==> src/rtl/generation_sequencer.sv <==
// Generation sequencer: paces Game-of-Life style generations. Each generation
// sweeps every cell address to the cell engine over a valid/ready handshake,
// waits for the engine pipeline to drain, then swaps the front/back buffers.
module generation_sequencer #(
  parameter int unsigned GRID_W       = 80,
  parameter int unsigned GRID_H       = 60,
  parameter int unsigned XW           = 7,
  parameter int unsigned YW           = 6,
  parameter int unsigned PIPE_LATENCY = 4
) (
  input  logic          clk,
  input  logic          resetn,
  input  logic          run,
  input  logic          step,
  input  logic          frame_tick,
  input  logic [7:0]    gen_period,
  output logic          cell_valid,
  input  logic          cell_ready,
  output logic [XW-1:0] cell_x,
  output logic [YW-1:0] cell_y,
  output logic          buf_sel,
  output logic [15:0]   gen_count,
  output logic          busy,
  output logic          gen_done
);

  localparam logic [1:0] StIdle  = 2'd0;
  localparam logic [1:0] StSweep = 2'd1;
  localparam logic [1:0] StDrain = 2'd2;
  localparam logic [1:0] StSwap  = 2'd3;

  localparam int unsigned DCW = (PIPE_LATENCY > 1) ? $clog2(PIPE_LATENCY) : 1;
  localparam logic [DCW-1:0] DrainLast = DCW'(PIPE_LATENCY - 1);
  localparam logic [XW-1:0]  XLast     = XW'(GRID_W - 1);
  localparam logic [YW-1:0]  YLast     = YW'(GRID_H - 1);

  logic [1:0]     state_q, state_d;
  logic [7:0]     frame_cnt_q, frame_cnt_d;
  logic [XW-1:0]  cell_x_q, cell_x_d;
  logic [YW-1:0]  cell_y_q, cell_y_d;
  logic [DCW-1:0] drain_cnt_q, drain_cnt_d;
  logic           buf_sel_q, buf_sel_d;
  logic [15:0]    gen_count_q, gen_count_d;

  logic [7:0] eff_period;
  logic [8:0] frame_next;
  logic       start;

  // Start condition: frame pacing while running, single-step otherwise.
  always_comb begin
    eff_period = (gen_period == 8'd0) ? 8'd1 : gen_period;
    // 9-bit sum so the comparison cannot wrap.
    frame_next = {1'b0, frame_cnt_q} + 9'd1;
    if (run) begin
      start = frame_tick && (frame_next >= {1'b0, eff_period});
    end else begin
      start = step;
    end
  end

  // Next-state logic for the FSM, address walker, drain timer and buffer swap.
  always_comb begin
    state_d     = state_q;
    frame_cnt_d = frame_cnt_q;
    cell_x_d    = cell_x_q;
    cell_y_d    = cell_y_q;
    drain_cnt_d = drain_cnt_q;
    buf_sel_d   = buf_sel_q;
    gen_count_d = gen_count_q;
    case (state_q)
      StIdle: begin
        if (!run) begin
          frame_cnt_d = 8'd0;
        end else if (frame_tick) begin
          frame_cnt_d = frame_next[7:0];
        end
        if (start) begin
          state_d     = StSweep;
          frame_cnt_d = 8'd0;
        end
      end
      StSweep: begin
        if (cell_ready) begin
          if (cell_x_q == XLast) begin
            cell_x_d = '0;
            if (cell_y_q == YLast) begin
              cell_y_d    = '0;
              drain_cnt_d = '0;
              state_d     = StDrain;
            end else begin
              cell_y_d = cell_y_q + YW'(1);
            end
          end else begin
            cell_x_d = cell_x_q + XW'(1);
          end
        end
      end
      StDrain: begin
        if (drain_cnt_q == DrainLast) begin
          state_d = StSwap;
        end else begin
          drain_cnt_d = drain_cnt_q + DCW'(1);
        end
      end
      StSwap: begin
        state_d     = StIdle;
        buf_sel_d   = ~buf_sel_q;
        gen_count_d = gen_count_q + 16'd1;
      end
      default: state_d = StIdle;
    endcase
  end

  // State registers with synchronous active-low reset.
  always_ff @(posedge clk) begin
    if (!resetn) begin
      state_q     <= StIdle;
      frame_cnt_q <= 8'd0;
      cell_x_q    <= '0;
      cell_y_q    <= '0;
      drain_cnt_q <= '0;
      buf_sel_q   <= 1'b0;
      gen_count_q <= 16'd0;
    end else begin
      state_q     <= state_d;
      frame_cnt_q <= frame_cnt_d;
      cell_x_q    <= cell_x_d;
      cell_y_q    <= cell_y_d;
      drain_cnt_q <= drain_cnt_d;
      buf_sel_q   <= buf_sel_d;
      gen_count_q <= gen_count_d;
    end
  end

  // Outputs decode straight from state; the address registers are already 0 outside SWEEP.
  always_comb begin
    cell_valid = (state_q == StSweep);
    busy       = (state_q != StIdle);
    gen_done   = (state_q == StSwap);
    cell_x     = cell_x_q;
    cell_y     = cell_y_q;
    buf_sel    = buf_sel_q;
    gen_count  = gen_count_q;
  end

endmodule

==> config.mk <==
export PLATFORM = sky130hd
export DESIGN_NAME = generation_sequencer
export DESIGN_NICKNAME = d
export VERILOG_FILES = /design/src/rtl/generation_sequencer.sv
export SDC_FILE = /design/constraint.sdc
export NUM_CORES = 1
export LEC_CHECK = 0
export CAP_MARGIN = 15
export CORE_ASPECT_RATIO = 1.1
export CORE_MARGIN = 2
export CORE_UTILIZATION = 45
export CTS_CLUSTER_DIAMETER = 30
export CTS_CLUSTER_SIZE = 40
export DETAILED_ROUTE_END_ITERATION = 8
export PLACE_DENSITY = 0.8
export SLEW_MARGIN = 20
export SYNTH_ARGS = -nofsm -noshare
export SYNTH_HDL_FRONTEND = slang
export SYNTH_SLANG_ARGS = --single-unit
==> constraint.sdc <==
create_clock -name clk -period 2.8 [get_ports clk]
set_clock_uncertainty 0.1 [all_clocks]
set_input_delay 0.84 -clock clk [delete_from_list [all_inputs] [get_ports clk]]
set_output_delay 0.84 -clock clk [all_outputs]
set_load 0.05 [all_outputs]
==> impl_metrics.ini <==
[global_routing]
grtUsageMet1_pct = 21.4
grt_pass1_wl_mm = 8.22
grt_max_degree = 24
antenna_found_initial = 0
met3_usage_pct = 3.89
use_met2_pct = 30.0
top_usage_layer = met2
grt-ovfl-total = 0
grt_usage_pct = 17.2
grt_pass1_vias = 1930

[setup_path]
cp_max_fo = 3
crit_family = compound AO/OA/AOI/OAI gates
r2r_cells = 10
reg2reg_to = frame_cnt_q[3]
r2r_setup_slack_ns = 0.15
crit_path_end_kind = flop
startpoint_type = primary input
cpPeakStageDelay_ns = 0.49
cp.arrival_ns = 2.83
crit_chain = clkdlybuf4s50_1, inv_1, ha_1, a21oi_1, o21ai_1, a2111oi_2, nand2_1, a221oi_2, o21a_1
crit_buf_inv = 2
critPathSlowestCell = clkdlybuf4s50_1
worstSetupPathType = in2reg
required_ns = 2.94
regToRegStartpoint = frame_cnt_q[1]

[power_and_ir_drop]
power.leakage_nw = 1.27
max-vdd-ir-drop_uv = 477
powerDensity_nw_per_um2 = 490

[logic_synthesis]
async_reset_ff_share_pct = 0
yosysWarnings = 0
synth-seq-cells = 42
synthTopCellsByArea = dfxtp_1 (35%), ha_1 (8.9%), xnor2_1 (7.0%)
yosysTopAreaCell = dfxtp_1
syn_inst = 273
synth_ff_type = dfxtp_1
syn-cell-area_um2 = 2380
synth_edf_count = 0
ys_types = 43
synth_top_area_share_pct = 35.4
synth_seq_area_share_pct = 35.4
synth.avg_cell_area_um2 = 8.71
syn_nets = 304

[sta]
fin_crit_ns = 2.69
slew_headroom_pct = 66.1
finalCritPeriodShare_pct = 96.1
worstMarginPinSlew_ns = 0.508
clock.fmax_ghz = 0.371
tns_ns = 0
rsz0062_at_grt = no
finalHoldViolCount = 0
setup_violations = 0
final_max_slew_viol_count = 0

[layout]
most-common-layout-cells = dfxtp_1 (42), clkdlybuf4s50_1 (40), nand2_1 (30)
instances_no_fill = 387
layout_commonest_cell = dfxtp_1
drive_gt1_share_pct = 8.51
antennaDiodeCount = 0
fin_nets = 359
syn2layout_area_growth_pct = 28.6
finish.utilization_pct = 60.3

[worst_hold_path]
whs_endpoint = state_q[1]
min_path_cells = 2
hp-start = state_q[1]
hp-class = reg2reg

[routing]
ant_nets = 0
wire_per_inst_um = 12.4
drt-initial-drc-count = 86
drt-total-wl_mm = 4.80
num_vias = 2030
drt_pass1_iterations = 4
drc = 0
via_per_inst = 5.25

[die]
ios = 47
dieWidth_um = 73.3
dieArea_um2 = 5880
fp-row-count = 27
core_region_area_um2 = 5070
die_y_um = 80.2
start_util_pct = 46.9

[clocking]
cts-root-buf = clkbuf_8
clk_pin_slew_ns = 0.08
postCtsSetupBuffers = 0
clock_sinks = 42
h-tree-depth = 2
tritoncts.num_buffers = 5
clk_path_buf_depth = 2
clk-insertion-delay-late_ns = 0.30
cts_tree = built

[place]
gp_congestion = 0.773
io_buffer_count = 46
placedCellCount = 379
hpwl_mm = 3.70

[outcome]
status = complete, no violations

[run]
drv_cap = 0
==> state kept, by name (all words and copies together) (netlist names) <==
register and cells:
buf_sel 1, cell_x 7, cell_y 6, drain_cnt_q 2, frame_cnt_q 8, gen_count 16, state_q 2
==> worst reg2reg max path: cells and delay by family, from the launching register on <==
kind,cells,cell delay (ns)
and+or+nand+nor,3,0.57
adders and majority gates,2,0.55
DFF,1,0.34
AOI/OAI and AO/OA,5,1.02
==> logic make-up (layout without fill, tap and decap cells) <==
kind of cell / after synthesis / count (layout) / share of synthesized area (%)
AO/OA/AOI/OAI: 40 / 40 / 12.6
buffers and inverters: 20 / 76 / 3.26
flip-flops: 42 / 42 / 35.4
adder cells (fa/ha/maj): 17 / 17 / 8.95
AND/OR/NAND/NOR: 122 / 122 / 27.8
multiplexers: 3 / 3 / 1.26
XOR/XNOR: 29 / 29 / 10.7
==> Yosys cell counts (7+ instances only) <==
library cell   n
dfxtp_1       42
inv_1         14
and3_1         7
xor2_1        10
o21ai_0        8
nand3_1       15
nor2b_1       10
xnor2_1       19
nand4_1        7
nand2_1       30
nor2_1        17
a21oi_1        7
ha_1          17
and2_1        21
==> layout make-up <==
cell class | instances | area, µm²
tap | 58 | 72.6
multi-input combinational | 211 | 1480
inverter | 14 | 52.6
sequential | 42 | 841
clock buffer | 6 | 72.6
timing repair buffer | 54 | 526
fill | 448 | 2010
clock inverter | 2 | 13.8
==> timing repair <==
action,in CTS,in global routing
setup endpoints to repair,1,11
pin swaps,0,6
resized for setup,1,9
hold buffers,0,0
endpoints found under the hold margin,0,0
==> how the worst max path moves through the flow <==
stage / end / from / slack [ns] / depth (start not counted)
after floorplan: state_q[0] / frame_cnt_q[0] / 0.28 / 10
after global placement: state_q[1] / gen_period[4] / -0.25 / 10
after detailed placement: state_q[1] / gen_period[4] / -0.32 / 10
after CTS: state_q[1] / gen_period[4] / 0.01 / 10
after global routing: frame_cnt_q[3] / gen_period[4] / 0.01 / 9
final: frame_cnt_q[3] / gen_period[4] / 0.11 / 9
==> power breakdown <==
group / switching [W] / internal [W] / total, W
clock: 0.000212 / 0.000176 / 0.000388
sequential: 0.0000263 / 0.000623 / 0.000649
combinational: 0.000272 / 0.000189 / 0.000461
total: 0.000510 / 0.000988 / 0.00150
==> routing by layer <==
metal / up-vias / wire length [µm] / share of wire, %
met3: 5 / 178 / 3.7
met5: - / 0 / 0
met4: 0 / 39 / 0.81
li1: 1051 / - / -
met2: 37 / 2370 / 49
met1: 937 / 2210 / 46
==> stage by stage <==
stage                     hold WS [ns]  setup WS, ns  instance area [µm²]  power, W
after global routing             0.436        0.0109                 3060   0.00158
after detailed placement         0.399        -0.319                 2940   0.00112
final                            0.404         0.108                 3060   0.00150
after global placement           0.383        -0.254                 2940   0.00111
after floorplan                  0.368         0.279                 2380  0.000976
after CTS                        0.410        0.0108                 3030   0.00151
Note: power is estimated with default switching activity, not from simulation.
